[config.mk]
export PLATFORM = sky130hd
export DESIGN_NAME = zap_store_formatter
export DESIGN_NICKNAME = d
export VERILOG_FILES = /design/src/rtl/zap_mem_pkg.sv /design/src/rtl/zap_store_lane_fmt.sv /design/src/rtl/zap_store_formatter.sv
export SDC_FILE = /design/constraint.sdc
export NUM_CORES = 1
export LEC_CHECK = 0
export ABC_AREA = 1
export ABC_CLOCK_PERIOD_IN_PS = 4150
export BUFFER_PORTS_ARGS = -buffer_cell sky130_fd_sc_hd__buf_2
export CORE_AREA = 10 10 168 170
export DETAILED_ROUTE_END_ITERATION = 8
export DIE_AREA = 0 0 178 180
export SYNTH_ARGS = -nofsm -noshare
export SYNTH_HDL_FRONTEND = slang
export SYNTH_SLANG_ARGS = --single-unit
[constraint.sdc]
create_clock -name i_clk -period 4.15 [get_ports i_clk]
set_input_delay 0.2075 -clock i_clk [delete_from_list [all_inputs] [get_ports i_clk]]
set_output_delay 0.2075 -clock i_clk [all_outputs]
set_load 0.05 [all_outputs]
[src/rtl/zap_mem_pkg.sv]
// zap_mem_pkg: shared types and constants for the data-cache request path
package zap_mem_pkg;
  typedef enum logic [1:0] {SZ_BYTE, SZ_HALF, SZ_WORD} size_t;
  typedef enum logic [1:0] {ST_IDLE, ST_BUSY, ST_FULL} state_t;
  typedef struct packed {
    logic [31:0] adr;
    logic [31:0] dat;
    logic [3:0]  sel;
    logic        we;
  } req_t;
  localparam logic [1:0] FAULT_NONE  = 2'b00;
  localparam logic [1:0] FAULT_ABORT = 2'b01;
  localparam logic [1:0] FAULT_PERM  = 2'b10;
  localparam logic [1:0] FAULT_BUS   = 2'b11;
  function automatic size_t size_decode(input logic ub, input logic sb, input logic sh, input logic uh);
    return (ub | sb) ? SZ_BYTE : (sh | uh) ? SZ_HALF : SZ_WORD;
  endfunction
endpackage

[src/rtl/zap_store_lane_fmt.sv]
// zap_store_lane_fmt: replicates store data across lanes and derives byte enables
module zap_store_lane_fmt
  import zap_mem_pkg::*;
(
  input  size_t       i_size,
  input  logic [1:0]  i_addr_lo,
  input  logic        i_load,
  input  logic [31:0] i_data,
  output logic [31:0] o_dat,
  output logic [3:0]  o_sel
);
  // lane enables follow size and low address bits; loads carry no data
  always_comb begin
    o_sel = i_size == SZ_BYTE ? 4'b0001 << i_addr_lo :
            i_size == SZ_HALF ? (i_addr_lo[1] ? 4'b1100 : 4'b0011) : 4'b1111;
    o_dat = i_load ? '0 :
            i_size == SZ_BYTE ? {4{i_data[7:0]}} :
            i_size == SZ_HALF ? {2{i_data[15:0]}} : i_data;
  end
endmodule

[src/rtl/zap_store_formatter.sv]
// zap_store_formatter: formats load/store requests onto the cache bus with a two-entry buffer
module zap_store_formatter
  import zap_mem_pkg::*;
(
  input  logic        i_clk,
  input  logic        i_reset,
  input  logic        i_clear,
  input  logic        i_valid,
  output logic        o_ready,
  input  logic [31:0] i_address,
  input  logic [31:0] i_store_data,
  input  logic        i_load,
  input  logic        i_sbyte,
  input  logic        i_ubyte,
  input  logic        i_shalf,
  input  logic        i_uhalf,
  output logic        o_cyc,
  output logic        o_stb,
  output logic        o_we,
  output logic [31:0] o_adr,
  output logic [3:0]  o_sel,
  output logic [31:0] o_dat,
  input  logic        i_ack,
  input  logic [1:0]  i_fault,
  output logic        o_done,
  output logic [1:0]  o_fault
);
  state_t      state_q, state_d;
  req_t        bus_q, bus_d, skid_q, skid_d, fmt;
  logic        done_q, done_d, flush_q, flush_d, ack, accept;
  logic [1:0]  fault_q, fault_d;
  logic [31:0] fmt_dat;
  logic [3:0]  fmt_sel;

  zap_store_lane_fmt u_fmt (
    .i_size   (size_decode(i_ubyte, i_sbyte, i_shalf, i_uhalf)),
    .i_addr_lo(i_address[1:0]),
    .i_load   (i_load),
    .i_data   (i_store_data),
    .o_dat    (fmt_dat),
    .o_sel    (fmt_sel)
  );

  assign fmt     = '{adr: {i_address[31:2], 2'b00}, dat: fmt_dat, sel: fmt_sel, we: ~i_load};
  assign o_ready = state_q != ST_FULL;
  assign o_cyc   = state_q != ST_IDLE;
  assign o_stb   = state_q != ST_IDLE;
  assign o_we    = bus_q.we;
  assign o_adr   = bus_q.adr;
  assign o_sel   = bus_q.sel;
  assign o_dat   = bus_q.dat;
  assign o_done  = done_q;
  assign o_fault = fault_q;

  // next-state: a flush lets the bus transfer finish but silences its done pulse
  always_comb begin
    ack     = i_ack & (state_q != ST_IDLE);
    accept  = i_valid & o_ready & ~i_clear;
    state_d = state_q;
    bus_d   = bus_q;
    skid_d  = skid_q;
    done_d  = ack & ~flush_q & ~i_clear;
    fault_d = ack ? i_fault : fault_q;
    flush_d = ~ack & (flush_q | (i_clear & (state_q != ST_IDLE)));
    case (state_q)
      ST_IDLE: if (accept) begin
        bus_d   = fmt;
        state_d = ST_BUSY;
      end
      ST_BUSY: if (accept & ack) bus_d = fmt;
      else if (accept) begin
        skid_d  = fmt;
        state_d = ST_FULL;
      end
      else if (ack) state_d = ST_IDLE;
      ST_FULL: if (i_clear) state_d = ack ? ST_IDLE : ST_BUSY;
      else if (ack) begin
        bus_d   = skid_q;
        state_d = ST_BUSY;
      end
      default: state_d = ST_IDLE;
    endcase
  end

  // state, bus/skid registers and completion status
  always_ff @(posedge i_clk) begin
    if (i_reset) begin
      state_q <= ST_IDLE;
      bus_q   <= '0;
      skid_q  <= '0;
      done_q  <= 1'b0;
      flush_q <= 1'b0;
      fault_q <= FAULT_NONE;
    end else begin
      state_q <= state_d;
      bus_q   <= bus_d;
      skid_q  <= skid_d;
      done_q  <= done_d;
      flush_q <= flush_d;
      fault_q <= fault_d;
    end
  end
endmodule

# Word level (Yosys, flattened, before mapping)
# Cells that the tools add are included.
# word_totals
regBits	142
latch_bits	0
ram_bits	0
romBits	0
in_bits	76
out_inout_bits	75
word_cells	68
n_memories	0
# op_classes
n_addsub	0
n_mul	0
div_mod_pow	0
order_cmp	0
n_eq_ne	11
shift	1
mux	21
n_bitwise	16
reduce_logical	7
# op_table
operator	n
two-way mux 69 bit	4
case mux 69 bit (3 select lines)	1
two-way mux 32 bit	3
two-way mux 2 bit	8
two-way mux 4 bit	3
inequality test 2 bit, second input constant	6
bitwise AND 1 bit	8
inequality test 3 bit, second input constant	2
case mux 2 bit (3 select lines)	1
inverter 1 bit	5
AND reduction 5 bit	1
== test 2 x 1 -> 1 bit, second input constant	2
zero test 2 bit	2
AND reduction 4 bit	1
<< shifter 1 x 2 -> 4 bit, first input constant	1
bitwise OR 1 bit	3
AND reduction 3 bit	1
nonzero test 3 bit	1
== test 2 bit, second input constant	1
nonzero test 2 bit	1
two-way mux 1 bit	1

# Depth between registers and ports, before layout
# logic_depth
ltp_word	9
ltp_mapped	11
depth_no_buf	9

# Modules after synthesis
# Synthesis repeated with hierarchy kept, for this count alone.
# hier_totals
cells_unflattened	1041
area_unflattened_um2	6703.9
# by_module_without_submodules
mod	n_inst	cells_per_inst	area_each_um2	seq_area_each_um2
zap_store_formatter	1	919	6164.7	2802.7
zap_store_lane_fmt	1	122	539.3	0.0

# Least setup slack after synthesis
# OpenSTA, ideal clock, no wires.
# synth_path
path_type	register -> register
from	register state_q[0]
to	register bus_q (netlist bit o_sel[2])
setup_time_ps	66
t_arrival_ps	1397
t_required_ps	4084
slack_ps	2687
path_stages_with_launch	7
path_buffers	2
period_less_slack_ps	1463
path_cell_list	dfxtp_1 > inv_1 > nand2_1 > buf_4 > buf_2 > a21oi_1 > a21oi_2
# synth_via
elab_chain_len	6
word_cells_on_any_way	16
classes_between	7 x eq/ne; 1 x mux; 4 x bitwise; 4 x reduce/logical
# synth_lines
item	line_no	text
from (decl)	zap_store_formatter.sv:28	state_t state_q, state_d;
from (signal assigned)	zap_store_formatter.sv:95	state_q <= state_d;
inequality test 2 bit *	zap_store_formatter.sv:45	assign o_ready = state_q != ST_FULL;
named net o_ready	zap_store_formatter.sv:9	output logic o_ready,
bitwise AND 1 bit * (2 in series)	zap_store_formatter.sv:58	accept = i_valid & o_ready & ~i_clear;
bitwise AND 1 bit	zap_store_formatter.sv:70	ST_BUSY: if (accept & ack) bus_d = fmt;
inequality test 2 bit (no line)	-	
AND reduction 5 bit (no line) *	-	
to (signal assigned)	zap_store_formatter.sv:96	bus_q <= bus_d;
to (decl)	zap_store_formatter.sv:29	req_t bus_q, bus_d, skid_q, skid_d, fmt;
# The timed path passes the listed nets; every way through them passes the cells marked *.
# A chain may end at the register's enable or synchronous reset.

# Final worst setup path
# layout_path
from	register state_q[1]
to	register bus_q (netlist bit o_dat[3])
# layout_via
elab_chain_len	6
word_cells_on_any_way	16
classes_between	7 x eq/ne; 1 x mux; 4 x bitwise; 4 x reduce/logical
# layout_lines
item	line_no
inequality test 2 bit	zap_store_formatter.sv:45
bitwise AND 1 bit (2 in series)	zap_store_formatter.sv:58
bitwise AND 1 bit	zap_store_formatter.sv:70
inequality test 2 bit (no line)	-
AND reduction 5 bit (no line)	-
# Parallel ways exist; a longest one is shown, timed or not.

==> metrics.md <==
| Metric | Value |
|---|---|
| Result of the run | complete, no violations |
| Synth Instances | around 950 |
| Maximum buffer depth of the clock tree | 2 |
| Boundary pin count | 151 |
| Hpwl dp | ~14,000 microns |
| Worst hold-check path type | input port to register |
| Seq/Total Area, Yosys | 0.438 |
| Overflow after GRT | 0 |
| First-pass detailed-route iteration total | 5 |
| Post-layout minimum cycle time | ~2.5 ns |
| Portion of the clock cycle consumed by the worst path in the final layout | 0.606 |
| Kind of start point of the critical path | register |
| Worst Hold Path EP | o_fault[1] |
| Vertical extent of the die | approximately 180 microns |
| Max-slew violation total from the final report | 0 |
| Cell total after placement | around 1,400 |
| Maximum clock rate | 398 MHz |
| Launching point of the worst reg2reg path | state_q[1] |
| CTS tree | done |
| RSZ-0062 raised after global routing | no |
| Top-area cell type share of the netlist area | 0.438 |
| Static Leak | roughly 3.8 nW |
| Placer congestion estimate | 0.838 |
| Final hold viol count | 0 |
| Power density over the cells | roughly 570 nW/um^2 |
| Number of clock buffers inserted by TritonCTS | 17 |
| Routed Wire Length | 19,700 microns |
| Final setup violation count | 0 |
| Worst hold margin | 0.0431 ns |
| Most area-hungry cell type in the Yosys netlist | sky130_fd_sc_hd__dfxtp_1 |
| Via density | about 4.4 |
| Buffer type at the clock tree root | sky130_fd_sc_hd__clkbuf_16 |
| Remaining design rule violation count | 0 |
| R2R Path End | o_dat[3] |
| Synth Register Bits | 140 |
| Crit path arrival time | 2.86 ns |
| Reg-to-reg slack, setup | roughly 1.6 ns |
| Fraction of final layout cells with drive strength greater than 1 | 0.195 |
| WP data required | between 4 and 5 ns |
| Initial cell density of the core | 0.257 |
| Slew at the pin closest to its max-slew limit | between 1 and 1.5 ns |
| Routed Antenna Nets | 0 |
| Peak fanout along the critical path | just over 80 |
| Pre-CTS worst setup slack | about 1.7 ns |
| Clk slew on worst S/H paths | about 0.060 ns |
| Top cells by area, synth | sky130_fd_sc_hd__dfxtp_1 44%, sky130_fd_sc_hd__nand2_1 13%, sky130_fd_sc_hd__o21ai_0 10% |
| Initial antenna violation count | 0 |
| Later-pin clock latency in the skew report | between 0.4 and 0.5 ns |
| Number of core rows | 58 |
| Largest vdd supply drop | around 0.26 mV |
| Drt wl/cell | between 10 and 15 microns |
| Die W | approximately 180 microns |
| Number of global-route vias before repair | 5,711 |
| Total number of yosys warnings | 0 |
| Count of buffers from port buffering | approximately 150 |
| Post-layout utilization of the core | 0.321 |
| Worst setup margin | between 1.5 and 2 ns |
| R2R cell count | 9 |
| First-pass GRT wire length | 31,600 microns |
| Hold depth | 3 |
| Total core area | around 25,000 sq um |
| Total inserted antenna cells | 0 |
| Area of the die | 32,000 sq um |
| Number of maximum-capacitance violations | 0 |
| Maximum level of the CTS H-tree | 4 |
| Final non-filler cell total | 1,405 |
| Setup CP Type | register to register |
| Worst Hold Launch | i_fault[1] |
| Largest net degree at the start of global routing | 108 |
| Count of instances resized after the clock tree is built | 0 |
| Number of DRC markers after the initial detailed-route iteration | 495 |
| Clock Skew | 0.0131 ns |
| Setup TNS Final | 0 ns |
| CTS sink cnt | 140 |
| Remaining max-slew budget at the tightest pin | 0.297 |
| Average footprint of a synthesized cell | ~6.8 sq um |
| Number of nets in the layout | roughly 1,100 |
| CP endpoint kind | register |
| Via count | between 6,000 and 7,000 |
| Number of library cell types mapped by synthesis | 27 |
| Area added between synthesis and finish | 24.7% |
| Combined global-route utilization of all metal layers | 0.123 |
| Mapped Area | about 6400 sq um |
## sequential cells by signal (all words and copies together) (netlist names)
name     flops
skid_q      67
o_fault      2
flush_q      1
o_adr       30
state_q      2
o_done       1
o_sel        4
o_we         1
o_dat       32
## cell usage after synthesis (all sizes together)
cell type	instances
o21a	16
clkbuf	27
buf	35
nor3	2
a21oi	81
nand3	23
clkinv	3
a21boi	1
a31oi	1
o21ai	139
dfxtp	140
conb	1
nor4	1
a211oi	3
inv	89
nor2	162
nand2	224
## per-layer routing
layer | global-route usage | up-vias | wire length [microns]
li1 | - | 3226 | -
met2 | 0.191 | 201 | 8960
met1 | 0.164 | 2756 | 8990
met5 | 0 | - | 0
met4 | 0.0270 | 0 | 139
met3 | 0.0394 | 7 | 1620
## final cells by class
class	count	area, sq um
sequential	140	2800
multi-input combinational	655	2930
clock inverter	14	240
fill	2738	16900
tap	330	413
clock buffer	18	439
inverter	92	345
timing repair buffer	156	806
## cell usage in the layout (no fill, tap or decap), drive strengths merged
cell type / count
nand2: 224
bufinv: 6
a21boi: 1
dfxtp: 140
conb: 2
dlygate4sd3: 2
nor2: 162
nand3: 23
clkinv: 3
o21a: 16
a21oi: 81
inv: 92
nor4: 1
clkbuf: 18
a31oi: 1
buf: 154
clkinvlp: 5
a211oi: 3
o21ai: 139
nor3: 2
## power breakdown
| part | internal, W | switching [W] | total (W) |
|---|---|---|---|
| logic | 0.000288 | 0.000926 | 0.00121 |
| clock network | 0.00115 | 0.000610 | 0.00176 |
| registers | 0.00150 | 0.0000744 | 0.00158 |
| total | 0.00294 | 0.00161 | 0.00455 |
## through the flow
stage          power [W]  cell area (sq um)
2_1_floorplan    0.00255               6400
3_3_place_gp     0.00283               7280
3_5_place_dp     0.00284               7280
4_1_cts          0.00463               7980
5_1_grt          0.00479               7980
6_report         0.00455               7980
## how the worst max path moves through the flow
stage / from / endpoint / cells after the start
final: state_q[1] / o_dat[3] / 9
after global routing: state_q[1] / o_dat[3] / 9
after CTS: state_q[1] / o_dat[3] / 9
after detailed placement: state_q[1] / o_dat[3] / 9
after global placement: state_q[1] / o_dat[3] / 9
after floorplan: state_q[0] / o_sel[2] / 6
## repair_timing
action,CTS,global route
hold buffers,2,0
setup buffers,0,0
hold endpoints to repair,2,0
## cell families (layout without fill, tap and decap cells)
family / Yosys count / in the layout / synth area share
simple gates: 412 / 412 / 0.254
flops: 140 / 140 / 0.438
compound gates: 241 / 241 / 0.200
buf+inv: 154 / 280 / 0.108
other cells: 1 / 2 / 0.000586
## critical path, stage by stage, from the launching register on
cell                      delay (ns)
sky130_fd_sc_hd__dfxtp_1        0.44
sky130_fd_sc_hd__inv_2          0.09
sky130_fd_sc_hd__nor2_4         0.48
sky130_fd_sc_hd__nor2_2         0.14
sky130_fd_sc_hd__nand2_1        0.11
sky130_fd_sc_hd__nand2_2        0.06
sky130_fd_sc_hd__nand2_2        0.07
sky130_fd_sc_hd__buf_4          0.66
sky130_fd_sc_hd__o21ai_0        0.22
sky130_fd_sc_hd__nor2_1         0.13
Power figures use the tool's default switching activity.
